### src/rtl/uart_tx_fifo_if.sv
// Application/transmitter-side signal bundle for uart_tx_fifo.
// The slave modport is the FIFO itself; master is whoever drives writes and done ticks.
interface uart_tx_fifo_if #(
    parameter int NB_DATA = 8,
    parameter int NB_ADDR = 4
);
    logic               i_wr;
    logic [NB_DATA-1:0] i_wr_data;
    logic               o_full;
    logic               o_empty;
    logic [NB_ADDR:0]   o_count;
    logic               o_overflow;
    logic               i_tx_done_tick;
    logic               o_tx_start;
    logic [NB_DATA-1:0] o_tx_data;

    modport slave (
        input  i_wr, i_wr_data, i_tx_done_tick,
        output o_full, o_empty, o_count, o_overflow, o_tx_start, o_tx_data
    );

    modport master (
        output i_wr, i_wr_data, i_tx_done_tick,
        input  o_full, o_empty, o_count, o_overflow, o_tx_start, o_tx_data
    );
endinterface

### src/rtl/uart_tx_fifo.sv
// Circular transmit FIFO feeding a UART transmitter one frame at a time:
// pops a word with a one-cycle start pulse, then waits for the done tick.
//
// state   | meaning
// IDLE    | no frame outstanding; pop as soon as the FIFO is non-empty
// WAIT    | frame handed to transmitter; hold until done tick
module uart_tx_fifo #(
    parameter int NB_DATA = 8,
    parameter int NB_ADDR = 4
) (
    input  logic           i_clock,
    input  logic           i_reset,
    uart_tx_fifo_if.slave  bus
);
    localparam int DEPTH = 1 << NB_ADDR;

    typedef enum logic {
        ST_IDLE,
        ST_WAIT
    } state_t;

    state_t               state_q, state_d;
    logic [NB_ADDR-1:0]   wr_ptr_q, wr_ptr_d;
    logic [NB_ADDR-1:0]   rd_ptr_q, rd_ptr_d;
    logic [NB_ADDR:0]     count_q, count_d;
    logic                 tx_start_q, tx_start_d;
    logic [NB_DATA-1:0]   tx_data_q, tx_data_d;
    logic                 overflow_q, overflow_d;
    logic [NB_DATA-1:0]   mem_q [DEPTH];

    logic full, empty, wr_accept, pop;

    assign full  = (count_q == (NB_ADDR+1)'(DEPTH));
    assign empty = (count_q == '0);

    // Full is judged on the pre-edge count, so a pop at the same edge does not rescue a write.
    assign wr_accept = bus.i_wr && !full;

    always_comb begin
        state_d    = state_q;
        pop        = 1'b0;
        tx_start_d = 1'b0;
        case (state_q)
            ST_IDLE: begin
                if (!empty) begin
                    pop        = 1'b1;
                    tx_start_d = 1'b1;
                    state_d    = ST_WAIT;
                end
            end
            ST_WAIT: begin
                if (bus.i_tx_done_tick) begin
                    state_d = ST_IDLE;
                end
            end
            default: state_d = ST_IDLE;
        endcase
    end

    always_comb begin
        wr_ptr_d   = wr_ptr_q;
        rd_ptr_d   = rd_ptr_q;
        count_d    = count_q;
        tx_data_d  = tx_data_q;
        overflow_d = bus.i_wr && full;
        if (wr_accept) begin
            wr_ptr_d = wr_ptr_q + NB_ADDR'(1);
        end
        if (pop) begin
            rd_ptr_d  = rd_ptr_q + NB_ADDR'(1);
            tx_data_d = mem_q[rd_ptr_q];
        end
        if (wr_accept && !pop) begin
            count_d = count_q + (NB_ADDR+1)'(1);
        end else if (pop && !wr_accept) begin
            count_d = count_q - (NB_ADDR+1)'(1);
        end
    end

    always_ff @(posedge i_clock or negedge i_reset) begin
        if (!i_reset) begin
            state_q    <= ST_IDLE;
            wr_ptr_q   <= '0;
            rd_ptr_q   <= '0;
            count_q    <= '0;
            tx_start_q <= 1'b0;
            tx_data_q  <= '0;
            overflow_q <= 1'b0;
        end else begin
            state_q    <= state_d;
            wr_ptr_q   <= wr_ptr_d;
            rd_ptr_q   <= rd_ptr_d;
            count_q    <= count_d;
            tx_start_q <= tx_start_d;
            tx_data_q  <= tx_data_d;
            overflow_q <= overflow_d;
        end
    end

    // Storage is not reset; occupancy and pointers alone define validity.
    always_ff @(posedge i_clock) begin
        if (wr_accept) begin
            mem_q[wr_ptr_q] <= bus.i_wr_data;
        end
    end

    assign bus.o_full     = full;
    assign bus.o_empty    = empty;
    assign bus.o_count    = count_q;
    assign bus.o_overflow = overflow_q;
    assign bus.o_tx_start = tx_start_q;
    assign bus.o_tx_data  = tx_data_q;
endmodule

### src/flat_wrapper.sv
// flat-port wrapper written by rule: the top's interface ports become plain ports
module uart_tx_fifo_flat 
#(
    parameter int NB_DATA = 8,
    parameter int NB_ADDR = 4
)
  (i_clock, i_reset, bus_i_wr, bus_i_wr_data, bus_i_tx_done_tick, bus_o_full, bus_o_empty, bus_o_count, bus_o_overflow, bus_o_tx_start, bus_o_tx_data);
  uart_tx_fifo_if #(.NB_DATA(NB_DATA), .NB_ADDR(NB_ADDR)) bus_i ();
  input  logic i_clock;
  input  logic i_reset;
  input wire logic [$bits(bus_i.i_wr)-1:0] bus_i_wr;
  input wire logic [$bits(bus_i.i_wr_data)-1:0] bus_i_wr_data;
  input wire logic [$bits(bus_i.i_tx_done_tick)-1:0] bus_i_tx_done_tick;
  output wire logic [$bits(bus_i.o_full)-1:0] bus_o_full;
  output wire logic [$bits(bus_i.o_empty)-1:0] bus_o_empty;
  output wire logic [$bits(bus_i.o_count)-1:0] bus_o_count;
  output wire logic [$bits(bus_i.o_overflow)-1:0] bus_o_overflow;
  output wire logic [$bits(bus_i.o_tx_start)-1:0] bus_o_tx_start;
  output wire logic [$bits(bus_i.o_tx_data)-1:0] bus_o_tx_data;
  assign bus_i.i_wr = bus_i_wr;
  assign bus_i.i_wr_data = bus_i_wr_data;
  assign bus_i.i_tx_done_tick = bus_i_tx_done_tick;
  assign bus_o_full = bus_i.o_full;
  assign bus_o_empty = bus_i.o_empty;
  assign bus_o_count = bus_i.o_count;
  assign bus_o_overflow = bus_i.o_overflow;
  assign bus_o_tx_start = bus_i.o_tx_start;
  assign bus_o_tx_data = bus_i.o_tx_data;
  uart_tx_fifo #(.NB_DATA(NB_DATA), .NB_ADDR(NB_ADDR)) u_core (.i_clock(i_clock), .i_reset(i_reset), .bus(bus_i));
endmodule
### config.mk
export PLATFORM = sky130hd
export DESIGN_NAME = uart_tx_fifo_flat
export DESIGN_NICKNAME = d
export VERILOG_FILES = /design/src/rtl/uart_tx_fifo_if.sv /design/src/rtl/uart_tx_fifo.sv /design/src/flat_wrapper.sv
export SDC_FILE = /design/constraint.sdc
export NUM_CORES = 1
export LEC_CHECK = 0
export ABC_AREA = 1
export BUFFER_PORTS_ARGS = -buffer_cell sky130_fd_sc_hd__buf_2
export CORE_MARGIN = 1.5
export CORE_UTILIZATION = 60
export DETAILED_ROUTE_END_ITERATION = 16
export PLACE_DENSITY = 0.89
export SLEW_MARGIN = 10
export SYNTH_ARGS = -nofsm -noshare
export SYNTH_HDL_FRONTEND = slang
export SYNTH_SLANG_ARGS = --single-unit
### constraint.sdc
create_clock -name i_clock -period 5.05 [get_ports i_clock]
set_input_delay 0.505 -clock i_clock [delete_from_list [all_inputs] [get_ports i_clock]]
set_output_delay 0.505 -clock i_clock [all_outputs]
set_load 0.02 [all_outputs]
==> results.rst, run 1 <==
.. list-table::
   :header-rows: 1

   * - Metric
     - Value
   * - Post-route clock period utilization
     - 63.8%
   * - Most numerous cell in the Yosys netlist
     - nand2_1
   * - Crit Path Max Fanout
     - 22
   * - Final Slew Violations
     - 0
   * - Vias/cell
     - 5.75
   * - Relative contribution of the clock network to total power
     - 28.0%
   * - Critical Path Start Type
     - flip-flop
   * - Cell area after synthesis
     - 6770 sq um
   * - Most frequently used flop master after synthesis
     - edfxtp_1
   * - Maximum clock insertion buffer count
     - 2
   * - Result of the run
     - complete, no violations
   * - Source-to-sink clock delay at the later pin of the worst-skew pair
     - 0.42 ns
   * - Slowest cell delay on critical path
     - 0.57 ns
   * - Initial core utilization
     - 61.9%
   * - Combinational power share
     - 34.8%
   * - Cell-internal power
     - 2.78 mW
   * - Drc violations
     - 0
   * - Finished layout cell area
     - 7620 sq um
   * - Count of cell types in the netlist
     - 24
   * - FMAX
     - 310 MHz
   * - Minimum clock period after layout
     - 3.22 ns
   * - Buffers plus inverters on the worst setup path
     - 2
   * - Max-slew headroom at the worst pin
     - 15.4%
   * - Number of antenna violations at the first check in global routing
     - 0
   * - Highest-delay cell along the critical path
     - nand2_1
   * - Ordered cell list for the critical path
     - nor4_2, nand2_1, nand2_1, inv_1, ha_1, inv_1, ha_1, a21oi_1, nor2_1, nor2_1, xor2_1, nand2_1, nand2_1
   * - Leakage power
     - 3.44 nW
   * - Number of clock sinks seen by CTS
     - 152
   * - Flop pwr share
     - 37.2%
   * - Placed Instance Area
     - 7000 sq um
   * - Overall die area
     - 11900 sq um
   * - Total power per unit cell area
     - 589 nW/um^2
   * - Hold-fix buffers, CTS
     - 0
   * - Weighted congestion at the end of routability-driven global placement
     - 0.845
   * - Core outline area
     - 10900 sq um
   * - Register bit count reported by yosys
     - 152
   * - Cell type with the highest aggregate area in the netlist
     - edfxtp_1
   * - Classification of the worst-slack hold path
     - in -> async
   * - Overall track demand over capacity in global routing
     - 28.4%
   * - Post-synth EDFFs
     - 128
   * - TritonCTS clock tree
     - built
   * - Top cells by area, synth
     - edfxtp_1 57%, nand2_1 13%, dfrtp_1 8.9%
   * - Fraction of final layout cells with drive strength greater than 1
     - 10.7%
   * - Layout area overhead
     - 12.6%
   * - Data arrival time at the worst-slack endpoint
     - 3.59 ns
   * - Fraction of registers with async set or reset after synthesis
     - 15.8%
   * - Post-cts gate resize count
     - 0
   * - Number of nets in the layout
     - 726
   * - Die Span Y
     - 109 um
   * - Seq/Total Area, Yosys
     - 65.7%
   * - Worst-margin pin slew
     - 1.26 ns
   * - Synthesized netlist cell count
     - 676
   * - Peak ir drop on the vdd network
     - 0.000372 V
   * - Clock-pin slew on the worst setup and hold paths
     - 0.06 ns
   * - CP Capture Type
     - flip-flop
   * - Via count of the first global-routing pass
     - 4671
   * - Net switching component of the power
     - 1.71 mW
   * - Final setup fails
     - 0
   * - Antenna Diode Count
     - 0
   * - Portion of synthesized cell area occupied by the leading cell type
     - 56.8%
   * - Sum of overflow across all layers after global routing
     - 0
   * - Post-synth net total
     - 698
   * - Wirelength, routed
     - 15700 um
   * - Pin count of the biggest net entering global routing
     - 69
   * - Buffers added on ports
     - 28
   * - Die width
     - 109 um
   * - Count of final hold-check violations
     - 0
   * - Number of search-and-repair iterations in the first detailed-routing pass
     - 6
   * - Average wire per standard cell
     - 18.3 um
   * - Data required time at the worst endpoint
     - 5.41 ns
   * - HPWL after DPL
     - 8780 um
   * - Number of buffers added by the clock tree synthesis step
     - 17
   * - Total chip power
     - 4.48 mW
   * - Rows
     - 38
   * - Tightest hold margin
     - 0.0568 ns
   * - Crit path max-delay family
     - simple AND/OR/NAND/NOR gates
   * - Clock H-tree levels
     - 4
   * - Cell mode on critical path
     - nand2_1
   * - Avg Synthesized Cell Area
     - 10.0 sq um
   * - Buffer type at the clock tree root
     - clkbuf_16
   * - Unrepaired setup endpoints after global routing
     - no
   * - Post-synth top cells
     - 229 x nand2_1, 128 x edfxtp_1, 116 x inv_1, 98 x nand3_1, 24 x dfrtp_1
   * - Number of max-capacitance violations reported
     - 0
   * - Post-CTS setup buffer count
     - 0
   * - Vias
     - 4924
   * - Switching power share of the total
     - 38.1%
   * - Worst Clk Skew
     - 0.00813 ns
   * - First-pass GRT wire length
     - 24500 um
   * - Type of the worst setup path
     - reg -> reg
   * - Number of antenna-violating nets in the routed design
     - 0
   * - Final total negative setup slack
     - 0 ns
   * - Yosys warns
     - 0
   * - Count of boundary I/O pins
     - 29
   * - DRC violation total after the first TritonRoute iteration
     - 632
==> stage by stage <==
stage,util [%],setup WS [ns],cells
floorplan,-,2.60,676
detailed placement,64.0,2.04,825
finish,69.7,1.83,857
global placement,63.9,2.25,825
CTS,69.5,1.93,857
global route,69.7,1.60,857
==> final cells by class <==
type                            count  area, sq um
Sequential cell                   152         4450
Fill cell                         725         3320
Multi-Input combinational cell    376         1740
Clock buffer                       27          544
Inverter                          119          447
Timing Repair Buffer               38          215
Tap cell                          140          175
Clock inverter                      5         55.1
==> layer usage <==
metal / vias to the layer above / part of all wire (%) / track usage, %
met1: 2321 / 36 / 37.0
met5: - / 0 / 0
met4: 0 / 4.5 / 13.7
li1: 2220 / - / -
met3: 71 / 11 / 7.59
met2: 312 / 48 / 44.5
==> power by group through the flow <==
stage | Clock (mW) | Sequential (mW) | Combinational [mW]
final | 1.26 | 1.67 | 1.56
after global routing | 1.32 | 1.68 | 1.71
after global placement | 0 | 1.67 | 1.39
after floorplan | 0 | 1.72 | 1.04
after detailed placement | 0 | 1.69 | 1.46
after CTS | 1.26 | 1.66 | 1.52
==> final timing paths <==
| check | startpoint | endpoint | slack, ns | depth (start not counted) |
|---|---|---|---|---|
| worst min register to register | u_core.bus.o_tx_data[4]$_DFFE_PN0P_ | u_core.bus.o_tx_data[4]$_DFFE_PN0P_ | 0.48 | 2 |
| min in group i_clock | bus_i_tx_done_tick | u_core.state_q$_DFF_PN0_ | 0.26 | 2 |
| worst max-delay path | u_core.bus.o_count[0]$_DFFE_PN0P_ | u_core.bus.o_count[4]$_DFFE_PN0P_ | 1.83 | 13 |
| worst max register to register | u_core.bus.o_count[0]$_DFFE_PN0P_ | u_core.bus.o_count[4]$_DFFE_PN0P_ | 1.83 | 13 |
| worst min-delay path | i_reset | u_core.bus.o_count[1]$_DFFE_PN0P_ | 0.06 | 1 |
| max in group asynchronous | i_reset | u_core.rd_ptr_q[0]$_DFFE_PN0P_ | 4.61 | 1 |
==> layout by cell type, fill, tap and decap left out, drive strengths merged <==
cell type	netlist	final
fa	1	1
clkbuf	2	27
nor3	16	16
clkinvlp	0	1
nor2	5	5
ha	9	9
buf	27	38
nor4	1	1
a31oi	1	1
edfxtp	128	128
dfrtp	24	24
xnor2	3	3
nand2	230	230
bufinv	0	1
clkinv	1	2
xor2	4	4
nand3	98	98
a21boi	1	1
a21oi	2	2
inv	118	120
o21ai	5	5
==> sequential cells by signal, indices dropped and copies added (netlist names) <==
| name | cells |
|---|---|
| u_core.bus.o_count | 5 |
| u_core.bus.o_overflow | 1 |
| u_core.bus.o_tx_data | 8 |
| u_core.bus.o_tx_start | 1 |
| u_core.mem_q | 128 |
| u_core.rd_ptr_q | 4 |
| u_core.wr_ptr_q | 4 |
| u_core.state_q | 1 |
==> kinds of logic after synthesis <==
group,synth area share [%]
adder cells (fa/ha/maj),1.96
buffers and inverters,9.06
flip-flops,65.7
AO/OA/AOI/OAI,0.721
AND/OR/NAND/NOR,21.7
XOR/XNOR,0.906
No activity file was read; power rests on OpenSTA's default activity.
==> run 2: changes to the inputs <==
- ABC_AREA: 1 -> 0
- CORE_UTILIZATION: 60 -> 55
- PLACE_DENSITY: 0.89 -> 0.86
- clock period: 5.05 -> 2.95 ns (I/O delays scaled with it)
==> run 2 against run 1 <==
  * Design area down 7.7%
  * Fmax up 20%
  * Hold slack worse by 0.0085 ns
  * Non-clock buffer count up 14
  * First-iteration DRC count down 57%
  * Critical path depth down 4
  * Critical endpoint unchanged
  * Largest power group unchanged
==> results.rst, run 2 <==
.. list-table::
   :header-rows: 1

   * - Metric
     - Value
   * - Commonest non-fill, non-tap cell in the layout
     - edfxtp_1
   * - Compound-cell area share of the yosys netlist
     - 2.46%
   * - Worst hold path stage count
     - 2
   * - Final Slew Violations
     - 0
   * - Die Span Y
     - 108 um
   * - Worst-margin pin slew
     - 0.803 ns
   * - Clock H-tree levels
     - 4
   * - Count of boundary I/O pins
     - 29
   * - Area of the multi-input gates
     - 1490 sq um
   * - Antenna Diode Count
     - 0
   * - Minimum clock period after layout
     - 2.68 ns
   * - Number of filler cells placed in the layout
     - 706
   * - Cell type with the highest aggregate area in the netlist
     - edfxtp_1
   * - Max FFs per register
     - 128
   * - Total power per unit cell area
     - 998 nW/um^2
   * - Buffers added on ports
     - 28
   * - Fraction of synthesized area in multiplexers
     - 14.8%
   * - Post-synth top cells
     - 128 x edfxtp_1, 32 x mux4_2, 24 x dfrtp_1, 20 x nand2_1, 17 x nor2_1
   * - Maximum clock insertion buffer count
     - 2
   * - Number of antenna-violating nets in the routed design
     - 0
   * - Destination of the worst register-to-register timing path
     - u_core.bus.o_count[4]$_DFFE_PN0P_
   * - Max-slew headroom at the worst pin
     - 46.5%
   * - Vias
     - 3050
   * - DRC violation total after the first TritonRoute iteration
     - 270
   * - Leakage power
     - 2.50 nW
   * - Post-synth net total
     - 333
   * - Hold_sp
     - bus_i_wr
   * - Final setup fails
     - 0
   * - Post-cts gate resize count
     - 0
   * - Drc violations
     - 0
   * - Post-route clock period utilization
     - 90.7%
   * - Crit Path Max Fanout
     - 6
   * - Register bit count reported by yosys
     - 152
   * - Synthesized netlist cell count
     - 311
   * - Weighted congestion at the end of routability-driven global placement
     - 0.806
   * - Number of buffers added by the clock tree synthesis step
     - 17
   * - Overall track demand over capacity in global routing
     - 21.9%
   * - Classification of the worst-slack hold path
     - in -> reg
   * - Count of final hold-check violations
     - 0
   * - Number of antenna violations at the first check in global routing
     - 0
   * - Most used cells in the layout excluding fill and tap cells
     - 128 x edfxtp_1, 32 x mux4_2, 28 x buf_2, 24 x dfrtp_1, 22 x buf_4
   * - Type of the worst setup path
     - reg -> reg
   * - Avg Synthesized Cell Area
     - 19.4 sq um
   * - Combinational power share
     - 28.2%
   * - Combined flip-flop and latch cell area
     - 4440 sq um
   * - Startpoint of the lowest-slack register-to-register path
     - u_core.bus.o_count[0]$_DFFE_PN0P_
   * - Finished layout cell area
     - 7030 sq um
   * - Number of search-and-repair iterations in the first detailed-routing pass
     - 6
   * - Fraction of registers with async set or reset after synthesis
     - 15.8%
   * - Average wire per standard cell
     - 21.8 um
   * - Number of nets in the layout
     - 389
   * - Unrepaired setup endpoints after global routing
     - no
   * - Most numerous cell in the Yosys netlist
     - edfxtp_1
   * - Post-synthesis share of cell area spent on xor and xnor gates
     - 1.45%
   * - Clock-pin slew on the worst setup and hold paths
     - 0.06 ns
   * - Cell-internal power
     - 4.86 mW
   * - Source-to-sink clock delay at the later pin of the worst-skew pair
     - 0.53 ns
   * - Switching power share of the total
     - 30.6%
   * - Number of clock sinks seen by CTS
     - 152
   * - Data arrival time at the worst-slack endpoint
     - 3.13 ns
   * - Flop pwr share
     - 41.8%
   * - Worst Clk Skew
     - 0.0117 ns
   * - Worst r2r path cells
     - 9
   * - Wirelength, routed
     - 11300 um
   * - TritonCTS clock tree
     - built
   * - Result of the run
     - complete, no violations
   * - Top cells by area, synth
     - edfxtp_1 64%, mux4_2 12%, dfrtp_1 9.9%
   * - Simple-Gate Fraction of Synth Area
     - 3.77%
   * - Initial core utilization
     - 56.0%
   * - Peak ir drop on the vdd network
     - 0.000809 V
   * - Most frequently used flop master after synthesis
     - edfxtp_1
   * - Yosys warns
     - 0
   * - Via count of the first global-routing pass
     - 3190
   * - Count of cell types in the netlist
     - 32
   * - Vias/cell
     - 5.87
   * - Sum of overflow across all layers after global routing
     - 0
   * - Fraction of final layout cells with drive strength greater than 1
     - 30.3%
   * - Share of synthesized cell area in full adder, half adder and majority cells
     - 2.19%
   * - Layout area overhead
     - 16.2%
   * - Flop2flop setup slack
     - 0.27 ns
   * - Core outline area
     - 10800 sq um
   * - Cell area after synthesis
     - 6050 sq um
   * - Net switching component of the power
     - 2.15 mW
   * - Final total negative setup slack
     - 0 ns
   * - Data required time at the worst endpoint
     - 3.40 ns
   * - HPWL after DPL
     - 6960 um
   * - Pin count of the biggest net entering global routing
     - 28
   * - Post-synth EDFFs
     - 128
   * - Portion of synthesized cell area occupied by the leading cell type
     - 63.6%
   * - Seq/Total Area, Yosys
     - 73.5%
   * - First-pass GRT wire length
     - 17800 um
   * - Relative contribution of the clock network to total power
     - 30.0%
   * - Overall die area
     - 11600 sq um
   * - Placed Instance Area
     - 6430 sq um
   * - Buffer type at the clock tree root
     - clkbuf_8
   * - Rows
     - 38
   * - Number of max-capacitance violations reported
     - 0
   * - CP Capture Type
     - flip-flop
   * - Die width
     - 108 um
   * - Largest family of logic cells by synthesized area
     - multiplexers
   * - Worst-case hold path end point
     - u_core.bus.o_overflow$_DFF_PN0_
   * - Critical Path Start Type
     - flip-flop
   * - Most flop-heavy register
     - u_core.mem_q
   * - FMAX
     - 374 MHz
## run 2: worst max path at each step
| stage | endpoint | depth (start not counted) | slack [ns] | startpoint |
|---|---|---|---|---|
| finish | u_core.bus.o_count[4]$_DFFE_PN0P_ | 9 | 0.27 | u_core.bus.o_count[0]$_DFFE_PN0P_ |
| floorplan | u_core.bus.o_count[4]$_DFFE_PN0P_ | 10 | 0.21 | u_core.bus.o_count[0]$_DFFE_PN0P_ |
| CTS | u_core.bus.o_count[4]$_DFFE_PN0P_ | 9 | 0.24 | u_core.bus.o_count[0]$_DFFE_PN0P_ |
| detailed placement | u_core.bus.o_count[4]$_DFFE_PN0P_ | 9 | 0.27 | u_core.bus.o_count[0]$_DFFE_PN0P_ |
| global placement | u_core.bus.o_count[4]$_DFFE_PN0P_ | 9 | 0.44 | u_core.bus.o_count[0]$_DFFE_PN0P_ |
| global route | u_core.bus.o_count[4]$_DFFE_PN0P_ | 9 | 0.04 | u_core.bus.o_count[0]$_DFFE_PN0P_ |
## run 2: cells by family (layout without fill, tap and decap cells)
| logic type | after synthesis | in the layout |
|---|---|---|
| DFF | 152 | 152 |
| and+or+nand+nor | 51 | 51 |
| muxes | 49 | 49 |
| buffers and inverters | 20 | 89 |
| AOI/OAI and AO/OA | 19 | 19 |
| adders and majority gates | 10 | 10 |
| xor gates and xnor gates | 10 | 10 |
## run 2: worst max-delay path, stage by stage, from the launching register on
cell,delay (ns)
dfrtp_1,0.46
nor4_2,0.47
a21o_1,0.21
ha_1,0.18
inv_1,0.11
fa_1,0.41
a21o_1,0.20
a21oi_1,0.19
mux2i_1,0.24
xnor2_1,0.13
## run 2: per-stage QoR
step / hold slack, ns / power, mW / cells / utilization (%) / setup WS, ns
global route: 0.0433 / 7.32 / 520 / 65.1 / 0.0445
floorplan: -0.000591 / 4.39 / 311 / - / 0.215
detailed placement: 0.328 / 4.93 / 486 / 59.6 / 0.273
global placement: 0.306 / 4.83 / 486 / 59.6 / 0.442
CTS: 0.0394 / 7.06 / 520 / 65.1 / 0.244
finish: 0.0484 / 7.01 / 520 / 65.1 / 0.273
## run 2: per-layer routing
metal | global-route usage [%] | part of all wire, % | vias to the layer above | routed length [um]
met5 | 0 | 0 | - | 0
met4 | 8.27 | 1.8 | 0 | 199
met3 | 4.48 | 6.2 | 24 | 703
met2 | 36.7 | 52 | 127 | 5910
met1 | 28.7 | 40 | 1558 | 4490
li1 | - | - | 1341 | -
## run 2: layout make-up
cell class              instances  area share [%]
flip-flops and latches        152            63.2
multi-input cells             139            21.2
clock buffers                  19            6.00
repair buffers                 52            4.63
well taps                     140            2.49
clock inverters                13            2.19
inverters                       5           0.267
## run 2: what timing repair did
action                                  CTS  global route
hold buffers                              2             0
setup buffers                             0             0
hold endpoints to repair                 25             0
endpoints found under the setup margin    0             0
## run 2: power groups by stage
stage / Sequential (mW) / Clock [mW] / Combinational, mW
2_1_floorplan: 2.95 / 0 / 1.44
3_3_place_gp: 2.94 / 0 / 1.90
3_5_place_dp: 2.96 / 0 / 1.97
4_1_cts: 2.93 / 2.13 / 2.00
5_1_grt: 2.97 / 2.21 / 2.14
6_report: 2.93 / 2.11 / 1.98
==> run 3: changes to the inputs <==
- CELL_PAD_IN_SITES_DETAIL_PLACEMENT: default -> 1
- CELL_PAD_IN_SITES_GLOBAL_PLACEMENT: default -> 1
- CORE_UTILIZATION: 55 -> 48
==> run 3 against run 2 <==
  * Sequential power about the same
  * Design area grew 0.39%
  * Total power increased by 1.0%
  * Non-clock buffer count decreased by 3
  * Hold slack worse by 0.0022 ns
  * Largest power group unchanged
  * Combinational power increased by 2%
  * First-iteration DRC count is 27% lower
  * Fmax decreased by 3.9%
  * Die area up 14%
  * Clock power about the same
==> results.rst, run 3 (synthesis results as in run 2) <==
.. list-table::
   :header-rows: 1

   * - Metric
     - Value
   * - Wirelength, routed
     - 12400 um
   * - Final Slew Violations
     - 0
   * - Wire length on met1
     - 5140 um
   * - Net switching component of the power
     - 2.24 mW
   * - Max-slew headroom at the worst pin
     - 43.1%
   * - Count of final hold-check violations
     - 0
   * - Number of antenna-violating nets in the routed design
     - 0
   * - FMAX
     - 359 MHz
   * - Switching power share of the total
     - 31.6%
   * - Weighted congestion at the end of routability-driven global placement
     - 0.760
   * - Number of max-capacitance violations reported
     - 0
   * - Die Span Y
     - 115 um
   * - Worst-margin pin slew
     - 0.851 ns
   * - Final total negative setup slack
     - 0 ns
   * - Minimum clock period after layout
     - 2.79 ns
   * - Data arrival time at the worst-slack endpoint
     - 3.12 ns
   * - Sum of overflow across all layers after global routing
     - 0
   * - Fraction of final layout cells with drive strength greater than 1
     - 30.2%
   * - Count of boundary I/O pins
     - 29
   * - Post-route clock period utilization
     - 94.4%
   * - Type of the worst setup path
     - reg -> reg
   * - Clock H-tree levels
     - 4
   * - Buffer type at the clock tree root
     - clkbuf_16
   * - Ordered cell list for the critical path
     - nor4_4, a21o_1, ha_1, inv_1, fa_1, a21o_1, a21oi_1, mux2i_1, xnor2_1
   * - Classification of the worst-slack hold path
     - in -> reg
   * - Antenna Diode Count
     - 0
   * - Via count of the first global-routing pass
     - 3401
   * - Slowest cell delay on critical path
     - 0.49 ns
   * - Clock-pin slew on the worst setup and hold paths
     - 0.06 ns
   * - Crit Path Max Fanout
     - 6
   * - Source-to-sink clock delay at the later pin of the worst-skew pair
     - 0.42 ns
   * - Vias
     - 3032
   * - Overall die area
     - 13300 sq um
   * - Total length of routed met3 wires
     - 686 um
   * - Worst Clk Skew
     - 0.0105 ns
   * - DRC violation total after the first TritonRoute iteration
     - 198
   * - Crit path max-delay family
     - adder cells
   * - Data required time at the worst endpoint
     - 3.29 ns
   * - Top routing layer in use
     - met4
   * - Number of instances in the placed design
     - 512
   * - Cell-internal power
     - 4.84 mW
   * - Total power per unit cell area
     - 1000 nW/um^2
   * - Flop pwr share
     - 41.5%
   * - Core outline area
     - 12200 sq um
   * - Drc violations
     - 0
   * - Pin count of the biggest net entering global routing
     - 28
   * - Critical Path Start Type
     - flip-flop
   * - Max FFs per register
     - 128
   * - Layout area overhead
     - 16.7%
   * - Number of buffers added by the clock tree synthesis step
     - 17
   * - Wire length on met2
     - 6360 um
   * - Placed Instance Area
     - 6450 sq um
   * - Most used cells in the layout excluding fill and tap cells
     - 128 x edfxtp_1, 32 x mux4_2, 28 x buf_2, 24 x dfrtp_1
   * - Number of nets in the layout
     - 386
   * - Relative contribution of the clock network to total power
     - 30.0%
   * - Maximum clock insertion buffer count
     - 2
   * - Average wire per standard cell
     - 22.7 um
   * - Die width
     - 115 um
   * - Vias/cell
     - 5.56
   * - Buffers plus inverters on the worst setup path
     - 1
   * - Leakage power
     - 2.50 nW
   * - HPWL after DPL
     - 8190 um
   * - First-pass GRT wire length
     - 19900 um
   * - Combinational power share
     - 28.5%
   * - Rows
     - 40
   * - Highest-delay cell along the critical path
     - dfrtp_1
   * - Unrepaired setup endpoints after global routing
     - no
   * - Most flop-heavy register
     - u_core.mem_q
   * - CP Capture Type
     - flip-flop
   * - Non-filler instance count after layout
     - 545
   * - Finished layout cell area
     - 7060 sq um
   * - Peak ir drop on the vdd network
     - 0.000853 V
   * - Result of the run
     - complete, no violations
   * - Cell mode on critical path
     - a21o_1
   * - Initial core utilization
     - 49.7%
   * - Overall track demand over capacity in global routing
     - 21.5%
   * - Commonest non-fill, non-tap cell in the layout
     - edfxtp_1
   * - Number of antenna violations at the first check in global routing
     - 0
   * - TritonCTS clock tree
     - built
   * - Number of search-and-repair iterations in the first detailed-routing pass
     - 4
   * - Final setup fails
     - 0
   * - Number of clock sinks seen by CTS
     - 152
   * - Buffers added on ports
     - 28
-- run 3: changes by cell type in the layout (fill, tap and decap cells not counted), sizes merged --
cell / previous run / this run
buf: 50 / 48
clkbuf: 19 / 20
bufinv: 3 / 2
clkinv: 4 / 2
inv: 6 / 10
dlygate4sd3: 2 / 1
clkinvlp: 5 / 3
-- run 3: final timing paths --
path	from	to	slack (ns)	depth (start not counted)
setup / recovery	u_core.bus.o_count[0]$_DFFE_PN0P_	u_core.bus.o_count[4]$_DFFE_PN0P_	0.16	9
min in group asynchronous	i_reset	u_core.bus.o_tx_data[3]$_DFFE_PN0P_	0.42	2
setup reg to reg	u_core.bus.o_count[0]$_DFFE_PN0P_	u_core.bus.o_count[4]$_DFFE_PN0P_	0.16	9
hold reg to reg	u_core.state_q$_DFF_PN0_	u_core.state_q$_DFF_PN0_	0.50	1
hold / removal	bus_i_tx_done_tick	u_core.state_q$_DFF_PN0_	0.05	2
max in group asynchronous	i_reset	u_core.wr_ptr_q[2]$_DFFE_PN0P_	2.11	2
-- run 3: worst reg2reg max path, stage by stage (launching register included) --
cell and delay (ns):
dfrtp_1 0.49, nor4_4 0.42, a21o_1 0.19, ha_1 0.19, inv_1 0.13, fa_1 0.44, a21o_1 0.21, a21oi_1 0.17
mux2i_1 0.30, xnor2_1 0.16
-- run 3: cell type report --
class                      count  area (sq um)
timing repair buffer          49           300
tap                          168           210
fill                        1081          5110
multi-input combinational    139          1510
sequential                   152          4440
clock inverter                12           140
inverter                       5          18.8
clock buffer                  20           437
-- run 3: what timing repair did --
action,in CTS,in global routing
setup buffers,0,0
hold buffers,1,0
gates resized for setup,0,2
hold endpoints to repair,24,0
setup endpoints to repair,0,1
-- run 3: through the flow --
step	power [mW]	hold slack [ns]	setup WS, ns	utilization [%]
floorplan	4.39	-0.000591	0.215	-
global placement	4.85	0.339	0.414	53.1
detailed placement	4.99	0.348	0.257	53.1
CTS	7.14	0.0329	0.127	57.9
global route	7.41	0.0334	0.0486	58.0
finish	7.08	0.0462	0.165	58.0
-- run 3: routing by layer --
metal / track usage (%) / up-vias
li1: - / 1337
met1: 28.5 / 1604
met2: 34.8 / 76
met3: 5.64 / 15
met4: 7.65 / 0
met5: 0 / -
-- run 3: power groups by stage --
stage / registers [mW] / logic (mW) / clock network [mW]
after floorplan: 2.95 / 1.44 / 0
after global placement: 2.93 / 1.92 / 0
after detailed placement: 2.96 / 2.03 / 0
after CTS: 2.93 / 2.05 / 2.15
after global routing: 2.98 / 2.20 / 2.23
final: 2.94 / 2.02 / 2.12
